===== src/rtl/mips_pkg.sv =====
// Shared constants for the single-cycle MIPS datapath: ALU op codes, opcodes, reset vector.
package mips_pkg;
  typedef enum logic [2:0] {
    ALU_AND = 3'b000,
    ALU_OR  = 3'b001,
    ALU_ADD = 3'b010,
    ALU_SUB = 3'b110,
    ALU_SLT = 3'b111
  } alu_op_e;

  localparam logic [5:0]  OP_BNE       = 6'b000101;
  localparam logic [31:0] RESET_VECTOR = 32'h0000_0000;
endpackage


===== src/rtl/single_cycle_datapath_regfile.sv =====
// 32x32 register file: two async read ports, one sync write port, R0 hardwired to 0.
// DATAPATH_REGFILE_CLEAR_EN: when defined, active-low reset also clears every register.
module regfile
  import mips_pkg::*;
(
  input  logic        clk,
  input  logic        reset,
  input  logic        we,
  input  logic [4:0]  ra1,
  input  logic [4:0]  ra2,
  input  logic [4:0]  wa,
  input  logic [31:0] wd,
  output logic [31:0] rd1,
  output logic [31:0] rd2
);
  logic [31:0] rf [0:31];

`ifdef DATAPATH_REGFILE_CLEAR_EN
  always_ff @(posedge clk or negedge reset) begin
    if (!reset) begin
      for (int unsigned i = 0; i < 32; i++) rf[i] <= '0;
    end else if (we && wa != '0) begin
      rf[wa] <= wd;
    end
  end
`else
  // Reset low on the edge still blocks the write, even though contents are not cleared.
  always_ff @(posedge clk) begin
    if (reset && we && wa != '0) rf[wa] <= wd;
  end
`endif

  assign rd1 = (ra1 == '0) ? '0 : rf[ra1];
  assign rd2 = (ra2 == '0) ? '0 : rf[ra2];
endmodule


===== src/rtl/single_cycle_datapath.sv =====
// Single-cycle MIPS datapath: PC, register file, sign-extend, ALU and next-PC selection.
// Optional build macro DATAPATH_REGFILE_CLEAR_EN clears the register file on reset.
module single_cycle_datapath
  import mips_pkg::*;
(
  input  logic        clk,
  input  logic        reset,
  input  logic        memtoreg,
  input  logic        pcsrc,
  input  logic        alusrc,
  input  logic        regdst,
  input  logic        regwrite,
  input  logic        jump,
  input  logic        jr,
  input  logic [2:0]  alucontrol,
  output logic        zeroNzero,
  output logic [31:0] pc,
  input  logic [31:0] instr,
  output logic [31:0] aluout,
  output logic [31:0] writedata,
  input  logic [31:0] readdata
);
  logic [31:0] srca, srcb, rd2, signimm, result;
  logic [31:0] pcplus4, pcbranch, pcnext;
  logic [4:0]  writereg;

  regfile u_regfile (
    .clk   (clk),
    .reset (reset),
    .we    (regwrite),
    .ra1   (instr[25:21]),
    .ra2   (instr[20:16]),
    .wa    (writereg),
    .wd    (result),
    .rd1   (srca),
    .rd2   (rd2)
  );

  assign signimm   = {{16{instr[15]}}, instr[15:0]};
  assign srcb      = alusrc ? signimm : rd2;
  assign writedata = rd2;
  assign writereg  = regdst ? instr[15:11] : instr[20:16];
  assign result    = memtoreg ? readdata : aluout;

  always_comb begin
    aluout = '0;
    case (alucontrol)
      ALU_AND: aluout = srca & srcb;
      ALU_OR:  aluout = srca | srcb;
      ALU_ADD: aluout = srca + srcb;
      ALU_SUB: aluout = srca - srcb;
      ALU_SLT: aluout = {31'b0, $signed(srca) < $signed(srcb)};
      default: aluout = '0;
    endcase
  end

  // BNE reuses the SUB zero test, so the flag is inverted for that opcode only.
  assign zeroNzero = (aluout == '0) ^ (instr[31:26] == OP_BNE);

  assign pcplus4  = pc + 32'd4;
  assign pcbranch = pcplus4 + {signimm[29:0], 2'b00};

  always_comb begin
    pcnext = pcplus4;
    if (jr)         pcnext = srca;
    else if (jump)  pcnext = {pcplus4[31:28], instr[25:0], 2'b00};
    else if (pcsrc) pcnext = pcbranch;
  end

  always_ff @(posedge clk or negedge reset) begin
    if (!reset) pc <= RESET_VECTOR;
    else        pc <= pcnext;
  end
endmodule


===== config.mk =====
export PLATFORM = sky130hd
export DESIGN_NAME = single_cycle_datapath
export DESIGN_NICKNAME = d
export VERILOG_FILES = /design/src/rtl/mips_pkg.sv /design/src/rtl/single_cycle_datapath_regfile.sv /design/src/rtl/single_cycle_datapath.sv
export SDC_FILE = /design/constraint.sdc
export NUM_CORES = 2
export LEC_CHECK = 0
export CELL_PAD_IN_SITES_DETAIL_PLACEMENT = 0
export CELL_PAD_IN_SITES_GLOBAL_PLACEMENT = 1
export CORE_MARGIN = 5
export CORE_UTILIZATION = 58
export DETAILED_ROUTE_END_ITERATION = 10
export GPL_TIMING_DRIVEN = 1
export PLACE_DENSITY_LB_ADDON = 0.25
export SLEW_MARGIN = 10
export SYNTH_ARGS = -nofsm -noshare
export SYNTH_HDL_FRONTEND = slang
export SYNTH_SLANG_ARGS = --single-unit

===== constraint.sdc =====
create_clock -name clk -period 30.4 [get_ports clk]
set_clock_uncertainty 0.1 [all_clocks]
set_input_delay 7.6 -clock clk [delete_from_list [all_inputs] [get_ports clk]]
set_output_delay 7.6 -clock clk [all_outputs]
set_load 0.005 [all_outputs]

==> flow_results.xml <==
<?xml version="1.0" encoding="UTF-8"?>
<metrics>
  <group name="status">
    <metric name="outcome" unit="">finished, final reports clean</metric>
  </group>
  <group name="synthesis">
    <metric name="synth_enable_flop_cells" unit="">1024</metric>
    <metric name="synth_xor_xnor_area_share" unit="%">1.03</metric>
    <metric name="synth-simple-area-share" unit="%">4.31</metric>
    <metric name="yosysWarnings" unit="">0</metric>
    <metric name="netlist_top_cells_area" unit="">edfxtp_1 54%, mux4_2 25%, ha_1 2.8%, mux2_2 1.5%, dfrtp_1 1.4%</metric>
    <metric name="synth_top_flop_cell" unit="">edfxtp_1</metric>
    <metric name="synthAdderAreaFrac" unit="%">2.88</metric>
    <metric name="synth_area_per_cell" unit="um2">16.6</metric>
    <metric name="synth_compound_gate_area_share" unit="%">5.30</metric>
    <metric name="synth.ff_latch_count" unit="">1056</metric>
    <metric name="synth_area" unit="mm2">0.0568</metric>
    <metric name="yosysTopAreaCell" unit="">edfxtp_1</metric>
    <metric name="yosysTopAreaCellShare" unit="%">54.2</metric>
    <metric name="synthCells" unit="">3410</metric>
    <metric name="synth_top_family_by_area" unit="">multiplexers</metric>
    <metric name="synth_cell_type_count" unit="">83</metric>
    <metric name="asyncSetResetFlopFracSynth" unit="%">3.03</metric>
    <metric name="synth.area.mux_share" unit="%">28.3</metric>
    <metric name="seq_area_frac_synth" unit="%">55.6</metric>
  </group>
  <group name="placement">
    <metric name="port_buffers" unit="">172</metric>
    <metric name="place_inst" unit="">4732</metric>
    <metric name="dp_hpwl" unit="um">113000</metric>
    <metric name="gp_congestion" unit="">0.965</metric>
  </group>
  <group name="routing">
    <metric name="detailroute.via_count" unit="">37000</metric>
    <metric name="avgRoutedWirePerCell" unit="um">38.9</metric>
    <metric name="detailedRoute.firstPassIterationCount" unit="">8</metric>
    <metric name="drcViolationCount" unit="">0</metric>
    <metric name="dr_wl_met2" unit="um">91700</metric>
    <metric name="drtAntennaViolNets" unit="">0</metric>
    <metric name="route.layer.met1.wl" unit="um">65200</metric>
    <metric name="vias_per_cell" unit="">7.51</metric>
    <metric name="routed-wl-met3" unit="um">24800</metric>
    <metric name="top_layer_used" unit="">met5</metric>
    <metric name="drt_iter0_drc" unit="">5215</metric>
    <metric name="drt-total-wl" unit="um">191000</metric>
  </group>
  <group name="floorplanning">
    <metric name="chipHeight" unit="um">323</metric>
    <metric name="die_x" unit="um">323</metric>
    <metric name="ioPinCount" unit="">173</metric>
    <metric name="fp.dieArea" unit="mm2">0.104</metric>
    <metric name="floorplan.core_area" unit="mm2">0.0969</metric>
    <metric name="start_util" unit="%">58.6</metric>
    <metric name="num_rows" unit="">114</metric>
  </group>
  <group name="power_and_ir_drop">
    <metric name="total_switching_power" unit="mW">1.04</metric>
    <metric name="intPower" unit="mW">2.65</metric>
    <metric name="power.share.combinational" unit="%">20.5</metric>
    <metric name="cellLeakagePower" unit="nW">21.2</metric>
    <metric name="power.sequential.fraction" unit="%">45.5</metric>
    <metric name="pwr-share-clk" unit="%">34.0</metric>
    <metric name="power_per_cell_area" unit="mW/mm2">58.2</metric>
    <metric name="power_switching_share" unit="%">28.2</metric>
    <metric name="vdd_drop_max" unit="mV">0.0559</metric>
  </group>
  <group name="grt">
    <metric name="gr-usage-all-layers" unit="%">36.7</metric>
    <metric name="grt_pass1_vias" unit="">37600</metric>
    <metric name="grt_start_max_net_pins" unit="">109</metric>
    <metric name="grt_pass1_wl" unit="um">272000</metric>
    <metric name="globalRouteOverflowTotal" unit="">0</metric>
    <metric name="antenna_violations_before_repair" unit="">11</metric>
  </group>
  <group name="critical_path">
    <metric name="worstPathMaxFanout" unit="">69</metric>
    <metric name="cp_data_required_time" unit="ps">22700</metric>
    <metric name="arrival" unit="ps">16010</metric>
    <metric name="criticalPathCategory" unit="">in -&gt; out</metric>
    <metric name="timing.critical_path.from_type" unit="">input port</metric>
    <metric name="cp_cell_sequence" unit="">buf_8 -&gt; buf_4 -&gt; buf_4 -&gt; mux4_2 -&gt; mux4_2 -&gt; mux2i_1 -&gt; nor2_1 -&gt; ha_1 -&gt; nand2_1 -&gt; nor3_1 -&gt; nand3_1 -&gt; a211oi_1 -&gt; nor3_1 -&gt; and2_1 -&gt; o21ai_0 -&gt; nand2b_1 -&gt; nor4_1 -&gt; nand4_1 -&gt; nor4_2 -&gt; xor2_1 -&gt; clkdlybuf4s50_1</metric>
    <metric name="max_stage_delay" unit="ps">880</metric>
    <metric name="timing.critical_path.slowest_stage_cell" unit="">buf_4</metric>
    <metric name="worstSetupEndpointType" unit="">primary output</metric>
    <metric name="timing.reg2reg.setup_slack" unit="ps">23520</metric>
  </group>
  <group name="cts">
    <metric name="ctsLongestPathBuffers" unit="">3</metric>
    <metric name="cts_resized" unit="">0</metric>
    <metric name="ctsHoldBuffers" unit="">0</metric>
    <metric name="clock-sinks" unit="">1056</metric>
    <metric name="cts-root-buf" unit="">clkbuf_16</metric>
    <metric name="h-tree-depth" unit="">3</metric>
    <metric name="postCtsSetupRepairBufs" unit="">0</metric>
    <metric name="clk-insertion-delay-late" unit="ps">700</metric>
    <metric name="cts.clk_slew.worst_paths" unit="ps">60</metric>
    <metric name="tritoncts.num_buffers" unit="">106</metric>
    <metric name="cts_tree" unit="">done</metric>
  </group>
  <group name="timing">
    <metric name="fin_setup_tns" unit="ps">0</metric>
    <metric name="timing.final.crit_share" unit="%">78.0</metric>
    <metric name="final-hold-violation-count" unit="">0</metric>
    <metric name="max_slew.worst_pin.slew" unit="ps">1210</metric>
    <metric name="fmax" unit="MHz">42.2</metric>
    <metric name="setup-violations-final" unit="">0</metric>
    <metric name="rsz0062_at_grt" unit="">no</metric>
    <metric name="drv_slew" unit="">0</metric>
    <metric name="slew_headroom" unit="%">19.3</metric>
    <metric name="period_needed" unit="ps">23710</metric>
  </group>
  <group name="cells_and_area">
    <metric name="layout-drive-gt1-share" unit="%">28.0</metric>
    <metric name="final_util" unit="%">65.5</metric>
    <metric name="instances_no_fill" unit="">4924</metric>
    <metric name="ant_diodes" unit="">0</metric>
    <metric name="synthToLayoutAreaGrowth" unit="%">11.7</metric>
    <metric name="final_net_count" unit="">3769</metric>
  </group>
  <group name="flow_run">
    <metric name="maxCapViolCount" unit="">0</metric>
  </group>
  <group name="worst_hold_path">
    <metric name="worst_min_delay_path_class" unit="">reg -&gt; reg</metric>
  </group>
</metrics>
## placed cells by master (no fill, tap or decap), types with 47 or more instances in the layout
| cell | Yosys | final |
|---|---|---|
| edfxtp_1 | 1024 | 1024 |
| mux4_2 | 641 | 641 |
| clkdlybuf4s50_1 | 0 | 157 |
| nor2_1 | 180 | 148 |
| inv_1 | 147 | 147 |
| ha_1 | 126 | 126 |
| nand2_1 | 122 | 122 |
| a21oi_1 | 118 | 118 |
| o21ai_0 | 116 | 112 |
| clkbuf_16 | 0 | 109 |
| buf_4 | 0 | 82 |
| mux2_2 | 78 | 78 |
| mux2i_1 | 74 | 74 |
| xnor2_1 | 47 | 47 |
## logic make-up after synthesis
family / Yosys count
flops: 1056
xor+xnor: 67
simple gates: 514
compound gates: 464
other cells: 1
fa+ha+maj: 129
buf+inv: 386
mux: 793
## cell usage after synthesis (7+ instances only)
master        n
o211ai_1     12
nor2b_1      17
mux2_2       78
xor2_1       20
or2_2         7
ha_1        126
inv_1       147
nor2_1      180
mux2i_1      74
mux4_2      641
o22ai_1      17
a211o_1       8
a31oi_1      17
a21o_1       33
edfxtp_1   1024
nand2_1     122
and3_1       18
nor3_1       37
dfrtp_1      32
nand4_1      21
a21oi_1     118
or4_1         8
o31ai_1      10
nand2b_1     19
a211oi_1     23
buf_1        71
o21ai_0     116
o21a_1       18
clkbuf_1    155
nand3_1      40
buf_2         9
a2111oi_0    10
xnor2_1      47
o21bai_1      9
nor4_1        9
## power groups by stage
stage          sequential (mW)  clock [mW]  combinational (mW)
3_5_place_dp              1.71           0               0.737
4_1_cts                   1.68        1.26               0.744
3_3_place_gp              1.71           0               0.727
5_1_grt                   1.68        1.33               0.801
6_report                  1.68        1.25               0.759
2_1_floorplan             1.70           0               0.462
## worst max-delay path: cells and delay by family
family | cells | cell delay (ps)
xor gates and xnor gates | 1 | 170
adders and majority gates | 1 | 580
buffers and inverters | 4 | 2650
and+or+nand+nor | 10 | 2520
muxes | 3 | 1330
AOI/OAI and AO/OA | 2 | 960
## registers in the layout (all words and copies together) (netlist names)
signal        flops
u_regfile.rf   1024
pc               32
## final timing paths
check                                startpoint             endpoint  depth (start not counted)
setup reg to reg           u_regfile.rf[11][14]  u_regfile.rf[5][27]                         16
min in group asynchronous                 reset               pc[13]                          2
max in group asynchronous                 reset               pc[29]                          2
hold / removal                            pc[0]                pc[0]                          1
hold reg to reg                           pc[0]                pc[0]                          1
setup / recovery                      instr[22]            zeroNzero                         21
## cell type report
class                           instances  area, um2
Clock buffer                          136       2830
Clock inverter                         56        442
Fill cell                            6406      33400
Inverter                              150        563
Multi-Input combinational cell       1999      24100
Sequential cell                      1056      31600
Tap cell                             1276       1600
Timing Repair Buffer                  251       2320
## metrics by stage
stage	total power, mW	setup slack [ps]	cell area (um2)	hold WS, ps
2_1_floorplan	2.16	9130	56900	390
5_1_grt	3.81	6460	63400	499
3_3_place_gp	2.43	6650	60200	468
4_1_cts	3.68	6860	63400	489
6_report	3.69	6690	63400	489
3_5_place_dp	2.45	6850	60200	473
## metal layers
metal | up-vias | track usage (%)
met4 | 8 | 15.1
met3 | 499 | 10.3
met1 | 19100 | 47.9
met2 | 3039 | 59.2
met5 | - | 0
li1 | 14400 | -
(Power assumes the default switching activity.)
